===== config.mk =====
export PLATFORM = sky130hd
export DESIGN_NAME = dm_write_buffer
export DESIGN_NICKNAME = d
export VERILOG_FILES = /design/src/rtl/dm_write_buffer.sv
export SDC_FILE = /design/constraint.sdc
export NUM_CORES = 1
export LEC_CHECK = 0
export ABC_AREA = 1
export BUFFER_PORTS_ARGS = -buffer_cell sky130_fd_sc_hd__buf_4
export CAP_MARGIN = 5
export CORE_ASPECT_RATIO = 1.4
export CORE_UTILIZATION = 35
export CTS_CLUSTER_DIAMETER = 200
export DETAILED_ROUTE_END_ITERATION = 12
export MAX_ROUTING_LAYER = met4
export PLACE_DENSITY = 0.61
export SLEW_MARGIN = 20
export SYNTH_ARGS = -nofsm -noshare
export SYNTH_HDL_FRONTEND = slang
export SYNTH_SLANG_ARGS = --single-unit
export TNS_END_PERCENT = 30

===== constraint.sdc =====
create_clock -name clk -period 9.4 [get_ports clk]
set_input_delay 1.41 -clock clk [delete_from_list [all_inputs] [get_ports clk]]
set_output_delay 1.41 -clock clk [all_outputs]
set_load 0.1 [all_outputs]

===== src/rtl/dm_write_buffer.sv =====
// Posted-store write buffer between the core data port and memory: stores queue in a
// DEPTH-entry FIFO and drain in order, loads take the port at once. Optional macro: WB_FORWARD_EN.
module dm_write_buffer #(
  parameter int DEPTH = 4,
  parameter int AW    = 64,
  parameter int DW    = 64
) (
  input  logic                     clk,
  input  logic                     reset,
  input  logic                     WeDM,
  input  logic                     ReDM,
  input  logic [AW-1:0]            doutULA,
  input  logic [DW-1:0]            dinDM,
  output logic [DW-1:0]            doutDM,
  output logic                     stall,
  output logic                     mem_we,
  output logic [AW-1:0]            mem_addr,
  output logic [DW-1:0]            mem_din,
  input  logic [DW-1:0]            mem_dout,
  input  logic                     mem_ready,
  output logic [$clog2(DEPTH):0]   wb_count
);

  localparam int PW = $clog2(DEPTH);

  logic [AW-1:0] r_addr [DEPTH];
  logic [DW-1:0] r_data [DEPTH];
  logic [PW-1:0] r_wr_ptr;
  logic [PW-1:0] r_rd_ptr;
  logic [PW:0]   r_count;

  logic          w_full;
  logic          w_empty;
  logic          w_load;
  logic          w_match;
  logic          w_load_stall;
  logic          w_push;
  logic          w_pop;
  logic [PW-1:0] w_idx;
`ifdef WB_FORWARD_EN
  logic [DW-1:0] w_fwd_data;
`endif

  assign wb_count = r_count;
  assign w_full   = (r_count == (PW+1)'(DEPTH));
  assign w_empty  = (r_count == '0);
  assign w_load   = ReDM && !WeDM;

  // Walk oldest to youngest so the last hit is the youngest matching entry.
  always_comb begin
    w_match = 1'b0;
    w_idx   = '0;
`ifdef WB_FORWARD_EN
    w_fwd_data = '0;
`endif
    for (int unsigned k = 0; k < DEPTH; k++) begin
      w_idx = r_rd_ptr + PW'(k);
      if (((PW+1)'(k) < r_count) && (r_addr[w_idx][AW-1:3] == doutULA[AW-1:3])) begin
        w_match = 1'b1;
`ifdef WB_FORWARD_EN
        w_fwd_data = r_data[w_idx];
`endif
      end
    end
  end

`ifdef WB_FORWARD_EN
  assign w_load_stall = 1'b0;
  assign doutDM       = (w_load && w_match) ? w_fwd_data : mem_dout;
`else
  assign w_load_stall = w_load && w_match;
  assign doutDM       = mem_dout;
`endif

  // Strobes are gated by reset so a pending head never reaches memory during reset.
  assign stall = reset && ((WeDM && w_full) || w_load_stall);

  always_comb begin
    mem_we   = 1'b0;
    mem_addr = '0;
    mem_din  = '0;
    if (w_load && !w_load_stall) begin
      mem_addr = doutULA;
    end else if (!w_empty) begin
      mem_we   = reset;
      mem_addr = r_addr[r_rd_ptr];
      mem_din  = r_data[r_rd_ptr];
    end
  end

  assign w_push = WeDM && !w_full;
  assign w_pop  = mem_we && mem_ready;

  always_ff @(posedge clk) begin
    if (w_push) begin
      r_addr[r_wr_ptr] <= doutULA;
      r_data[r_wr_ptr] <= dinDM;
    end
  end

  always_ff @(posedge clk) begin
    if (!reset) begin
      r_wr_ptr <= '0;
      r_rd_ptr <= '0;
      r_count  <= '0;
    end else begin
      if (w_push) r_wr_ptr <= r_wr_ptr + 1'b1;
      if (w_pop)  r_rd_ptr <= r_rd_ptr + 1'b1;
      if (w_push && !w_pop)      r_count <= r_count + 1'b1;
      else if (w_pop && !w_push) r_count <= r_count - 1'b1;
    end
  end

endmodule


==> metrics.log, run 1 <==
INFO  metric finalWeightedCongestion = around 0.91
INFO  metric number_of_global_route_vias_before_repair = 27.4k
INFO  metric cts_setup_buffers = 0
INFO  metric synthCells = 4264
INFO  metric clkLatencyLatePin = 0.65 ns
INFO  metric cts-htree-levels = 2
INFO  metric power.clock.fraction = 0.226
INFO  metric chipHeight = 357 um
INFO  metric whs_path_depth = 1
INFO  metric fin_ws = 1.68 ns
INFO  metric transition_time_at_the_pin_with_the_least_slew_margin = 1.10 ns
INFO  metric ctsLongestPathBuffers = 3
INFO  metric synth.distinct_cells = 29
INFO  metric netSwitchingFraction = 0.479
INFO  metric antenna_violations_before_repair = 9
INFO  metric r2r_setup_slack = roughly 3.6 ns
INFO  metric arrival = about 6.3 ns
INFO  metric timing.critical_path.fanout_max = 63
INFO  metric timing.hold.worst.start = r_wr_ptr[0]
INFO  metric hold_violations = 0
INFO  metric maximum_number_of_pins_on_one_net_before_global_route_repair = 143
INFO  metric num_rows = around 130
INFO  metric finalNonFillerCells = 5574
INFO  metric drt_pre_antenna_iters = 6
INFO  metric period_needed = between 7 and 8 ns
INFO  metric postSynthNetCount = roughly 4.5k
INFO  metric area_delta_synth_final = 13.0%
INFO  metric final_antenna_net_count = 0
INFO  metric die_area = 91300 sq um
INFO  metric max_clock_freq = 129 MHz
INFO  metric status = completed
INFO  metric utilization = 0.401
INFO  metric cts_buffers = 56
INFO  metric detailroute.via_count = 28.8k
INFO  metric placed_cells_incl_taps = 5463
INFO  metric drc_errors = 0
INFO  metric holdCritPathClass = reg2reg
INFO  metric numPortBuffers = 265
INFO  metric p_switching = 4.54 mW
INFO  metric setup_viol_count_final = 0
INFO  metric path_class = reg2out
INFO  metric rsz0062_at_grt = no
INFO  metric clock_sinks = 521
INFO  metric effective_utilization_at_floorplan = 0.355
INFO  metric cp_data_required_time = 7.99 ns
INFO  metric ctsHoldBuffers = 0
INFO  metric dp_slack = roughly 2.4 ns
INFO  metric max_slew_margin = 0.266
INFO  metric maxCapViolCount = 0
INFO  metric power.ir.vdd_worst = between 200 and 250 uV
INFO  metric hpwlAfterDp = 66900 um
INFO  metric hold-worst-slack = around 0.51 ns
INFO  metric syn-mean-instance-area = roughly 7.4 sq um
INFO  metric mostFrequentLayoutCells = 1988 x sky130_fd_sc_hd__nand2_1, 512 x sky130_fd_sc_hd__edfxtp_1, 465 x sky130_fd_sc_hd__nor2_1
INFO  metric finish.net_count = ~4.5k
INFO  metric drt_iter0_markers = around 2.3k
INFO  metric sequentialPowerShare = 0.307
INFO  metric final_design_area_no_fill = 35600 sq um
INFO  metric nFillCells = between 9k and 10k
INFO  metric layout-drive-gt1-share = 0.0958
INFO  metric ff2ff_path_depth = 23
INFO  metric register_bit_count_reported_by_yosys = about 520
INFO  metric endpoint_type_of_the_worst_setup_path = primary output
INFO  metric worstHoldEndpoint = r_wr_ptr[0]
INFO  metric slew_violations = 0
INFO  metric route.detailed.vias_per_inst = 5.16
INFO  metric dpl_cell_area = 33900 sq um
INFO  metric dieWidth = 256 um
INFO  metric gr-usage-all-layers = 0.231
INFO  metric regToRegEndpoint = wb_count[2]
INFO  metric drt-total-wl = roughly 100000 um
INFO  metric avgRoutedWirePerCell = 18.8 um
INFO  metric clockRootBuffer = sky130_fd_sc_hd__clkbuf_16
INFO  metric clk_pin_slew_worst_paths = 0.06 ns
INFO  metric r2r_path_start = r_rd_ptr[1]
INFO  metric static-leakage-power = 15.8 nW
INFO  metric cts_tree = built
INFO  metric io_pins = ~390
INFO  metric setup.worst_path.start_class = flip-flop
INFO  metric gr-total-overflow = 0
INFO  metric setup-tns-final = 0 ns
INFO  metric yosysSeqAreaShare = 0.494
INFO  metric combPwrFrac = 0.467
INFO  metric grt_pass1_wl = between 150000 and 200000 um
INFO  metric ys_warn_count = 0
INFO  metric cellPowerDensity = 266 nW/um^2
INFO  metric finalClockSkew = 0.0270 ns
INFO  metric core-area = 88800 sq um
INFO  metric final.period_utilization = 0.822
INFO  metric final_common_cell = sky130_fd_sc_hd__nand2_1
INFO  metric p_int = 4.93 mW
INFO  metric synth.cell_area = 31500 sq um
INFO  metric postCtsResizedCells = 0
INFO  metric power_consumption = 9.47 mW
cell usage after synthesis (all sizes together):
| cell | instances | share of area |
|---|---|---|
| clkinv | 1 | 0.00012 |
| edfxtp | 512 | 0.49 |
| nand2 | 1993 | 0.24 |
| xor2 | 8 | 0.0022 |
| dfxtp | 9 | 0.0057 |
| o211ai | 3 | 0.00071 |
| ha | 9 | 0.0036 |
| nand3 | 381 | 0.060 |
| o21ai | 281 | 0.045 |
| clkbuf | 78 | 0.0093 |
| a21boi | 1 | 0.00024 |
| xnor2 | 1 | 0.00028 |
| nand4 | 55 | 0.011 |
| buf | 202 | 0.038 |
| a211oi | 64 | 0.018 |
| nor3 | 2 | 0.00032 |
| a21oi | 16 | 0.0025 |
| or2 | 3 | 0.00060 |
| nor2 | 469 | 0.056 |
| inv | 175 | 0.021 |
| and2 | 1 | 0.00020 |
cell families after synthesis:
| kind of cell | synth area share |
|---|---|
| AOI/OAI and AO/OA | 0.0659 |
| xor gates and xnor gates | 0.00250 |
| adders and majority gates | 0.00357 |
| buffers and inverters | 0.0686 |
| DFF | 0.494 |
| and+or+nand+nor | 0.366 |
power by group through the flow:
stage,clock (mW),sequential [mW],combinational (mW)
after floorplan,0,2.97,3.42
after global placement,0,2.95,4.41
after detailed placement,0,2.95,4.43
after CTS,2.19,2.90,4.44
after global routing,2.25,2.93,4.75
final,2.14,2.91,4.43
worst max path at each step:
stage                     start      endpoint  slack [ns]  cells after the start
CTS                 r_rd_ptr[1]  mem_addr[32]        1.72                     20
floorplan           wb_count[0]  r_addr[0][0]        1.56                      5
global route        r_rd_ptr[1]  mem_addr[38]        1.31                     20
global placement    r_rd_ptr[1]  mem_addr[32]        2.49                     20
finish              r_rd_ptr[1]  mem_addr[34]        1.68                     20
detailed placement  r_rd_ptr[1]  mem_addr[32]        2.43                     20
final cells by class:
| cell class | instances | area, sq um | area share |
|---|---|---|---|
| well taps | 1179 | 1480 | 0.0414 |
| inverters | 176 | 681 | 0.0191 |
| diodes | 9 | 22.5 | 0.000632 |
| multi-input cells | 3287 | 13900 | 0.389 |
| clock inverters | 30 | 215 | 0.00604 |
| flip-flops and latches | 521 | 15600 | 0.437 |
| clock buffers | 72 | 1520 | 0.0427 |
| repair buffers | 300 | 2280 | 0.0639 |
critical path, stage by stage (launching register included):
cell	delay [ns]
sky130_fd_sc_hd__dfxtp_2	0.73
sky130_fd_sc_hd__buf_4	0.43
sky130_fd_sc_hd__nand2_2	0.20
sky130_fd_sc_hd__nand2_4	0.65
sky130_fd_sc_hd__buf_4	0.50
sky130_fd_sc_hd__nand2_1	0.13
sky130_fd_sc_hd__nand3_1	0.10
sky130_fd_sc_hd__nand2_1	0.06
sky130_fd_sc_hd__nor2_1	0.14
sky130_fd_sc_hd__nand2_1	0.12
sky130_fd_sc_hd__nor2_1	0.11
sky130_fd_sc_hd__nand2_1	0.07
sky130_fd_sc_hd__nor2_1	0.15
sky130_fd_sc_hd__nand2_1	0.07
sky130_fd_sc_hd__nand2_1	0.06
sky130_fd_sc_hd__nor2_1	0.08
sky130_fd_sc_hd__nand2_4	0.58
sky130_fd_sc_hd__buf_4	0.63
sky130_fd_sc_hd__nand4_1	0.13
sky130_fd_sc_hd__o21ai_0	0.24
sky130_fd_sc_hd__buf_4	0.39
metal layers:
| layer | part of all wire | vias up | GRT usage |
|---|---|---|---|
| met5 | 0 | - | - |
| met4 | 0.051 | 0 | 0.114 |
| met3 | 0.082 | 302 | 0.0466 |
| met2 | 0.49 | 1135 | 0.394 |
| met1 | 0.38 | 13300 | 0.257 |
| li1 | - | 14051 | - |
flip-flops by register name (all words and copies together), names as in the netlist, named ones only:
signal,count
wb_count,3
r_data,256
r_rd_ptr,2
r_addr,256
r_wr_ptr,2
(Power assumes the default switching activity.)
==> run 2, diff against run 1 <==
PLACE_DENSITY = 0.63   (was 0.61)
clock period = 7.05 ns   (was 9.4 ns; I/O delays follow)
==> metrics.log, run 2 (synthesis gave the netlist of run 1 again) <==
INFO  metric hold_violations = 0 (unchanged)
INFO  metric endpoint_type_of_the_worst_setup_path = primary output (unchanged)
INFO  metric effective_utilization_at_floorplan = 0.355 (unchanged)
INFO  metric finalWeightedCongestion = 0.899 (was 0.914)
INFO  metric power_consumption = 12.8 mW (was 9.47 mW)
INFO  metric ctsHoldBuffers = 0 (unchanged)
INFO  metric cp_data_required_time = 5.99 ns (was 7.99 ns)
INFO  metric numPortBuffers = 265 (unchanged)
INFO  metric number_of_global_route_vias_before_repair = 27.2k (was 27.4k)
INFO  metric cts_setup_buffers = 0 (unchanged)
INFO  metric arrival = 5.66 ns (was 6.31 ns)
INFO  metric slew_violations = 0 (unchanged)
INFO  metric cts_buffers = 58 (was 56)
INFO  metric dpl_cell_area = 34000 sq um (was 33900 sq um)
INFO  metric hold-worst-slack = 0.514 ns (was 0.510 ns)
INFO  metric dp_slack = 0.875 ns (was 2.43 ns)
INFO  metric finish.net_count = 4561 (was 4548)
INFO  metric setup_viol_count_final = 0 (unchanged)
INFO  metric drt_pre_antenna_iters = 6 (unchanged)
INFO  metric clock_sinks = 521 (unchanged)
INFO  metric utilization = 0.403 (was 0.401)
INFO  metric power.clock.fraction = 0.229 (was 0.226)
INFO  metric p_switching = 6.10 mW (was 4.54 mW)
INFO  metric netSwitchingFraction = 0.478 (was 0.479)
INFO  metric antenna_violations_before_repair = 13 (was 9)
INFO  metric setup-tns-final = 0 ns (unchanged)
INFO  metric gr-usage-all-layers = 0.235 (was 0.231)
INFO  metric final.period_utilization = 0.953
INFO  metric final_antenna_net_count = 0 (unchanged)
INFO  metric sequentialPowerShare = 0.301 (was 0.307)
INFO  metric detailroute.via_count = 29.1k (was 28.8k)
INFO  metric finalNonFillerCells = 5590 (was 5574)
INFO  metric clockRootBuffer = sky130_fd_sc_hd__clkbuf_16 (unchanged)
INFO  metric cellPowerDensity = 356 nW/um^2 (was 266 nW/um^2)
INFO  metric avgRoutedWirePerCell = 19.1 um (was 18.8 um)
INFO  metric route.detailed.vias_per_inst = 5.20 (was 5.16)
INFO  metric drt-total-wl = 107000 um (was 105000 um)
INFO  metric max_clock_freq = 149 MHz
INFO  metric drt_iter0_markers = 2530 (was 2292)
INFO  metric drc_errors = 0 (unchanged)
INFO  metric ctsLongestPathBuffers = 3 (unchanged)
INFO  metric rsz0062_at_grt = no (unchanged)
INFO  metric gr-total-overflow = 0 (unchanged)
INFO  metric final_design_area_no_fill = 35800 sq um (was 35600 sq um)
INFO  metric finalClockSkew = 0.0313 ns (was 0.0270 ns)
INFO  metric cts_tree = built (unchanged)
INFO  metric power.ir.vdd_worst = 377 uV (was 231 uV)
INFO  metric area_delta_synth_final = 13.6% (was 13.0%)
INFO  metric mostFrequentLayoutCells = 1988 x sky130_fd_sc_hd__nand2_1, 512 x sky130_fd_sc_hd__edfxtp_1, 465 x sky130_fd_sc_hd__nor2_1 (unchanged)
INFO  metric holdCritPathClass = reg2reg (unchanged)
INFO  metric dieWidth = 256 um (unchanged)
INFO  metric placed_cells_incl_taps = 5474 (was 5463)
INFO  metric maximum_number_of_pins_on_one_net_before_global_route_repair = 130 (was 143)
INFO  metric layout-drive-gt1-share = 0.0971 (was 0.0958)
INFO  metric die_area = 91300 sq um (unchanged)
INFO  metric path_class = reg2out (unchanged)
INFO  metric core-area = 88800 sq um (unchanged)
INFO  metric hpwlAfterDp = 68000 um (was 66900 um)
INFO  metric setup.worst_path.start_class = flip-flop (unchanged)
INFO  metric static-leakage-power = 15.9 nW (was 15.8 nW)
INFO  metric timing.critical_path.fanout_max = 50 (was 63)
INFO  metric clk_pin_slew_worst_paths = 0.06 ns (about the same)
INFO  metric io_pins = 394 (unchanged)
INFO  metric combPwrFrac = 0.469 (was 0.467)
INFO  metric status = completed (unchanged)
INFO  metric p_int = 6.65 mW (was 4.93 mW)
INFO  metric grt_pass1_wl = 161000 um (was 158000 um)
INFO  metric period_needed = between 6 and 7 ns
INFO  metric final_common_cell = sky130_fd_sc_hd__nand2_1 (unchanged)
INFO  metric max_slew_margin = 0.203 (was 0.266)
INFO  metric transition_time_at_the_pin_with_the_least_slew_margin = 1.20 ns (was 1.10 ns)
INFO  metric fin_ws = 0.333 ns (was 1.68 ns)
INFO  metric num_rows = 129 (unchanged)
INFO  metric chipHeight = 357 um (unchanged)
INFO  metric cts-htree-levels = 2 (unchanged)
INFO  metric clkLatencyLatePin = 0.64 ns (was 0.65 ns)
INFO  metric maxCapViolCount = 0 (unchanged)
run 2: cell types whose count changed in the layout (fill, tap and decap cells not counted), sizes merged:
cell,delta
inv,+4
clkbuf,+3
clkinv,-7
diode,+4
bufinv,+1
buf,+11
run 2: layout make-up:
type / count / area [sq um]
Multi-Input combinational cell: 3287 / 13900
Inverter: 176 / 678
Antenna cell: 13 / 32.5
Fill cell: 9032 / 53000
Tap cell: 1179 / 1480
Clock inverter: 28 / 230
Sequential cell: 521 / 15600
Clock buffer: 75 / 1540
Timing Repair Buffer: 311 / 2430
run 2: metal layers:
metal  share of wire  vias up  GRT usage
met2            0.48     1180      0.395
met1            0.39    13502      0.267
met3           0.079      304     0.0450
met4           0.050        0      0.117
li1                -    14090          -
met5               0        -          -
run 2: critical path, stage by stage (launching register included):
cell and delay, ns:
sky130_fd_sc_hd__dfxtp_2 0.84, sky130_fd_sc_hd__nand2_2 0.29, sky130_fd_sc_hd__nand2_4 0.45, sky130_fd_sc_hd__buf_12 0.32
sky130_fd_sc_hd__nand2_1 0.10, sky130_fd_sc_hd__nand3_1 0.09, sky130_fd_sc_hd__nand2_1 0.05, sky130_fd_sc_hd__nor2_1 0.14
sky130_fd_sc_hd__nand2_1 0.12, sky130_fd_sc_hd__nor2_1 0.30, sky130_fd_sc_hd__nand2_1 0.17, sky130_fd_sc_hd__nor2_1 0.15
sky130_fd_sc_hd__nand2_1 0.06, sky130_fd_sc_hd__nand2_1 0.07, sky130_fd_sc_hd__nor2_1 0.09, sky130_fd_sc_hd__nand2_4 0.35
sky130_fd_sc_hd__inv_2 0.34, sky130_fd_sc_hd__buf_4 0.34, sky130_fd_sc_hd__a211oi_1 0.31, sky130_fd_sc_hd__buf_4 0.36
run 2: what timing repair did:
action	in CTS	in global routing
hold endpoints to repair	0	0
setup endpoints to repair	0	55
resized for setup	0	1
run 2: power groups by stage:
stage               Sequential (mW)  Combinational (mW)  Clock, mW
floorplan                      3.96                4.56          0
global placement               3.90                5.95          0
detailed placement             3.91                5.98          0
CTS                            3.84                6.00       2.99
global route                   3.87                6.41       3.09
finish                         3.84                5.98       2.92
run 2: path summary, 6_finish.rpt:
kind | start | to | slack [ns] | cells after the start
max | r_rd_ptr[1] | mem_din[23] | 0.33 | 19
min | r_wr_ptr[0] | r_wr_ptr[0] | 0.51 | 1
max reg2reg | r_rd_ptr[1] | wb_count[2] | 1.88 | 22
min reg2reg | r_wr_ptr[0] | r_wr_ptr[0] | 0.51 | 1
